$ cat src/rtl/bcd_serial_add_ctrl.sv
// Digit-serial packed-BCD adder: one digit per clock, LSD first, over a single digit adder (BCD_INVALID_CHECK_EN enables err).
// Latency: start edge k -> done pulse in the cycle after edge k+DIGITS; one op per DIGITS+1 cycles.
// Backpressure: none; start is sampled only in IDLE/DONE and ignored while busy, with no queueing.
module bcd_serial_add_ctrl #(
    parameter int DIGITS = 4
) (
    input  logic                  clk,
    input  logic                  rst,
    input  logic                  start,
    input  logic [4*DIGITS-1:0]   a,
    input  logic [4*DIGITS-1:0]   b,
    input  logic                  cin,
    output logic                  busy,
    output logic                  done,
    output logic [4*DIGITS-1:0]   sum,
    output logic                  cout,
    output logic                  err
);

    localparam int W  = 4 * DIGITS;
    localparam int CW = $clog2(DIGITS) + 1;

    typedef enum logic [1:0] {IDLE, ADD, DONE} state_t;

    state_t          state_q, state_d;
    logic [CW-1:0]   cnt_q, cnt_d;
    logic            carry_q, carry_d;
    logic [W-1:0]    a_sh_q, a_sh_d;
    logic [W-1:0]    b_sh_q, b_sh_d;
    logic [W-1:0]    work_q, work_d;
    logic [W-1:0]    sum_q, sum_d;
    logic            cout_q, cout_d;
`ifdef BCD_INVALID_CHECK_EN
    logic            inv_q, inv_d;
    logic            err_q, err_d;
`endif

    logic [3:0]      dig_sum;
    logic            dig_co;
    logic [W-1:0]    work_sh;

    // Single-digit BCD add: any raw result above 9 (incl. binary carry) gets +6 and a decimal carry.
    function automatic logic [4:0] bcd_digit(input logic [3:0] x, input logic [3:0] y, input logic ci);
        logic [4:0] raw;
        raw = {1'b0, x} + {1'b0, y} + {4'b0000, ci};
        if (raw > 5'd9) return {1'b1, raw[3:0] + 4'd6};
        return raw;
    endfunction

`ifdef BCD_INVALID_CHECK_EN
    function automatic logic has_invalid(input logic [W-1:0] v);
        logic r;
        r = 1'b0;
        for (int i = 0; i < DIGITS; i++) begin
            if (v[4*i +: 4] > 4'd9) r = 1'b1;
        end
        return r;
    endfunction
`endif

    assign {dig_co, dig_sum} = bcd_digit(a_sh_q[3:0], b_sh_q[3:0], carry_q);
    // New digit enters at the MSD end so digit 0 lands at the bottom after DIGITS shifts.
    assign work_sh = W'({dig_sum, work_q} >> 4);

    always_comb begin
        state_d = state_q;
        cnt_d   = cnt_q;
        carry_d = carry_q;
        a_sh_d  = a_sh_q;
        b_sh_d  = b_sh_q;
        work_d  = work_q;
        sum_d   = sum_q;
        cout_d  = cout_q;
`ifdef BCD_INVALID_CHECK_EN
        inv_d   = inv_q;
        err_d   = err_q;
`endif
        case (state_q)
            IDLE, DONE: begin
                state_d = IDLE;
                if (start) begin
                    state_d = ADD;
                    a_sh_d  = a;
                    b_sh_d  = b;
                    carry_d = cin;
                    cnt_d   = '0;
                    work_d  = '0;
`ifdef BCD_INVALID_CHECK_EN
                    inv_d   = has_invalid(a) | has_invalid(b);
`endif
                end
            end
            ADD: begin
                carry_d = dig_co;
                a_sh_d  = a_sh_q >> 4;
                b_sh_d  = b_sh_q >> 4;
                work_d  = work_sh;
                cnt_d   = cnt_q + 1'b1;
                if (cnt_q == CW'(DIGITS - 1)) begin
                    state_d = DONE;
`ifdef BCD_INVALID_CHECK_EN
                    if (inv_q) begin
                        sum_d  = '0;
                        cout_d = 1'b0;
                        err_d  = 1'b1;
                    end else begin
                        sum_d  = work_sh;
                        cout_d = dig_co;
                        err_d  = 1'b0;
                    end
`else
                    sum_d  = work_sh;
                    cout_d = dig_co;
`endif
                end
            end
            default: state_d = IDLE;
        endcase
    end

    always_ff @(posedge clk or posedge rst) begin
        if (rst) begin
            state_q <= IDLE;
            cnt_q   <= '0;
            carry_q <= 1'b0;
            a_sh_q  <= '0;
            b_sh_q  <= '0;
            work_q  <= '0;
            sum_q   <= '0;
            cout_q  <= 1'b0;
`ifdef BCD_INVALID_CHECK_EN
            inv_q   <= 1'b0;
            err_q   <= 1'b0;
`endif
        end else begin
            state_q <= state_d;
            cnt_q   <= cnt_d;
            carry_q <= carry_d;
            a_sh_q  <= a_sh_d;
            b_sh_q  <= b_sh_d;
            work_q  <= work_d;
            sum_q   <= sum_d;
            cout_q  <= cout_d;
`ifdef BCD_INVALID_CHECK_EN
            inv_q   <= inv_d;
            err_q   <= err_d;
`endif
        end
    end

    assign busy = (state_q == ADD);
    assign done = (state_q == DONE);
    assign sum  = sum_q;
    assign cout = cout_q;
`ifdef BCD_INVALID_CHECK_EN
    assign err  = err_q;
`else
    assign err  = 1'b0;
`endif

endmodule

$ cat config.mk
export PLATFORM = sky130hd
export DESIGN_NAME = bcd_serial_add_ctrl
export DESIGN_NICKNAME = d
export VERILOG_FILES = /design/src/rtl/bcd_serial_add_ctrl.sv
export SDC_FILE = /design/constraint.sdc
export NUM_CORES = 1
export LEC_CHECK = 0
export CORE_ASPECT_RATIO = 2
export CORE_MARGIN = 8
export CORE_UTILIZATION = 35
export DETAILED_ROUTE_END_ITERATION = 7
export PLACE_DENSITY = 0.61
export SYNTH_ARGS = -nofsm -noshare
export SYNTH_HDL_FRONTEND = slang
export SYNTH_SLANG_ARGS = --single-unit
$ cat constraint.sdc
create_clock -name clk -period 8.4 [get_ports clk]
set_input_delay 1.68 -clock clk [delete_from_list [all_inputs] [get_ports clk]]
set_output_delay 1.68 -clock clk [all_outputs]
set_load 0.02 [all_outputs]
==> results.md <==
- Status: completed
- CTS tree: built
- Data arrival, critical path: 2.54 ns
- Achievable Freq: 0.237 GHz
- Mapped Area: 2930 sq um
- Met2 Routed Length: 3.48 mm
- Largest net degree at the start of global routing: about 70
- Initial antenna violation count: 0
- GP Congestion: 0.768
- Layout overhead on the synthesized area: 33.2%
- Post-placement setup slack: approximately 4.5 ns
- Hold path depth: 2
- Most common cell after layout, fill and taps aside: dfrtp_1
- Final hold slack: between 0.4 and 0.5 ns
- Die outline height: around 150 um
- Unique cell type count in the Yosys netlist: 33
- Worst setup margin: about 4.2 ns
- Final #Nets: 372
- Worst-Skew Late Latency: ~0.33 ns
- Post-Syn Area per Cell: 10.5 sq um
- Starting DRT DRC Count: 71
- CTS root buf: clkbuf_16
- Ys Warns: 0
- CTS Sinks: 67
- DRC Markers: 0
- Max H-tree Level: 3
- Detail Placement HPWL: 4.76 mm
- EDFF count, synth: 0
- Seq/Total Area, Yosys: a little under three fifths
- Average vias per placed instance: approximately 5.1
- Slew Limit Fails: 0
- Die W: 80.6 um
- Vias in the first global route: ~2300
- Critical path type: flip-flop to output port
- #FFs+latches synth: 67
- Clk_skew: 0.00465 ns
- Post-Synthesis Cells: 279
- First-pass GRT wire length: around 11 mm
- Tot GR Track Use: 12.6%
- Clock slew at reported path FFs: roughly 0.06 ns
- Antenna Nets Post-Route: 0
- CP Launch Type: flip-flop
- Async SR Flop Fraction: 100%
- Fin Setup TNS: 0 ns
- Grt ovf: 0
- Pre-Repair DR Iteration Count: 4
- Tightest Pin Transition: between 1 and 1.5 ns
- Commonest non-fill, non-tap cells in the layout: 67 x dfrtp_1, 57 x nand2_1, 54 x clkdlybuf4s50_1
- CP Max Fanout: 58
- CTS Buf Count: 9
- Reg2reg start: carry_q$_DFFE_PP0P_
- DIE AREA: 11700 sq um
- Cell leakage power: around 1.7 nW
- Met3 routed WL: 337 um
- Pwr dens: 476 nW/um^2
- Number of max-cap violations: 0
- I/O pin count: 56
- Initial Util: 35.8%
- HP Start: cnt_q[2]$_DFFE_PP0P_
- RSZ-0062 raised after global routing: no
- Final Hold Viols: 0
- Critical Path RT: 6.72 ns
- Final min period: 4.22 ns
- Met1 Wirelength: between 2 and 3 mm
- Postcts setup bufs: 0
- Mapped Nets: 323
- Hold Crit Class: flip-flop to flip-flop
- Hold-fix buffer count after cts: 0
- Setup Viol. Count Final: 0
- Routed Wire Length: just under 7 mm
- Routed vias: 2203
- Most used DFF post-synth: dfrtp_1
- Rel. slew slack: between 30% and 40%
- Max layer used: met4
- Peak VDD IR: 0.000207 V
- FP Rows: 47
- CP startpoint: state_q[1]$_DFFE_PP0P_
- Tcrit/Tclk final: between 50% and 60%
- Worst reg-to-reg path cell count: 8
- CP Capture Type: output port
- Post-CTS sizing: 0
- Layout cells sized above 1: 9.01%
- Port buffer count: between 50 and 60
- # diodes: 0
- Core box area: 8170 sq um
- Wire per inst: 15.7 um
- Clock Path Buffers: 2
[cell usage after synthesis (2+ instances only)]
cell type / count / area share, %
dfrtp_1: 67 / 57
nand2_1: 57 / 7.3
nor2_1: 27 / 3.5
a31oi_1: 24 / 5.1
a22o_1: 18 / 5.4
clkbuf_1: 16 / 2.1
mux2_1: 9 / 3.5
o21ai_0: 7 / 1.2
a21oi_1: 6 / 1.0
ha_1: 6 / 2.6
mux2_2: 5 / 1.9
inv_1: 4 / 0.51
nand3_1: 3 / 0.51
nor2b_1: 3 / 0.64
and2_4: 2 / 0.60
and3_1: 2 / 0.43
fa_1: 2 / 1.4
inv_2: 2 / 0.26
mux2i_1: 2 / 0.68
nand2b_1: 2 / 0.43
o21ai_1: 2 / 0.34
o31ai_1: 2 / 0.51
[per-layer routing]
layer,GRT usage [%],up-vias
li1,-,1057
met1,14.5,1080
met2,20.3,53
met3,3.22,13
met4,6.79,0
met5,0,-
[power breakdown]
part / internal [mW] / switching, mW / leakage [nW]
clock: 0.319 / 0.131 / 0.174
sequential: 0.478 / 0.0957 / 0.830
combinational: 0.385 / 0.445 / 0.746
[area by class of cell]
class	instances	area [sq um]
fillers	793	4280
well taps	98	123
multi-input cells	187	1150
clock inverters	5	125
clock buffers	11	233
repair buffers	57	563
inverters	6	22.5
flip-flops and latches	67	1680
[path summary, 6_finish.rpt]
kind,slack (ns),to
hold reg to reg,0.48,cnt_q[2]$_DFFE_PP0P_
setup / recovery,4.18,busy
min in group asynchronous,1.91,sum[4]$_DFFE_PP0P_
hold / removal,0.48,cnt_q[2]$_DFFE_PP0P_
max in group asynchronous,5.94,cout$_DFFE_PP0P_
setup reg to reg,5.47,work_q[14]$_DFFE_PP0P_
[critical path: stages (launching register included)]
cell             delay, ns
dfrtp_1               0.38
nand2b_2              0.68
inv_2                 0.47
clkdlybuf4s50_1       0.67
[sequential cells by signal (all words and copies together), names as in the netlist]
name and cells:
carry_q 1, state_q 2, work_q 12, b_sh_q 16
cnt_q 3, a_sh_q 16, cout 1, sum 16
[stage by stage]
step | std cells | util (%) | total power [mW] | area, sq um
2_1_floorplan | 279 | - | 1.17 | 2930
3_3_place_gp | 415 | 43.3 | 1.39 | 3540
3_5_place_dp | 415 | 43.3 | 1.42 | 3540
4_1_cts | 431 | 47.7 | 1.88 | 3900
5_1_grt | 431 | 47.7 | 2.01 | 3900
6_report | 431 | 47.7 | 1.85 | 3900
[cell families after synthesis]
logic type	after synthesis	synth area share, %
other	1	0.128
adder cells (fa/ha/maj)	8	3.93
AO/OA/AOI/OAI	63	14.8
flip-flops	67	57.3
AND/OR/NAND/NOR	97	13.6
XOR/XNOR	1	0.299
multiplexers	17	6.59
buffers and inverters	25	3.38
Note: power is estimated with default switching activity, not from simulation.
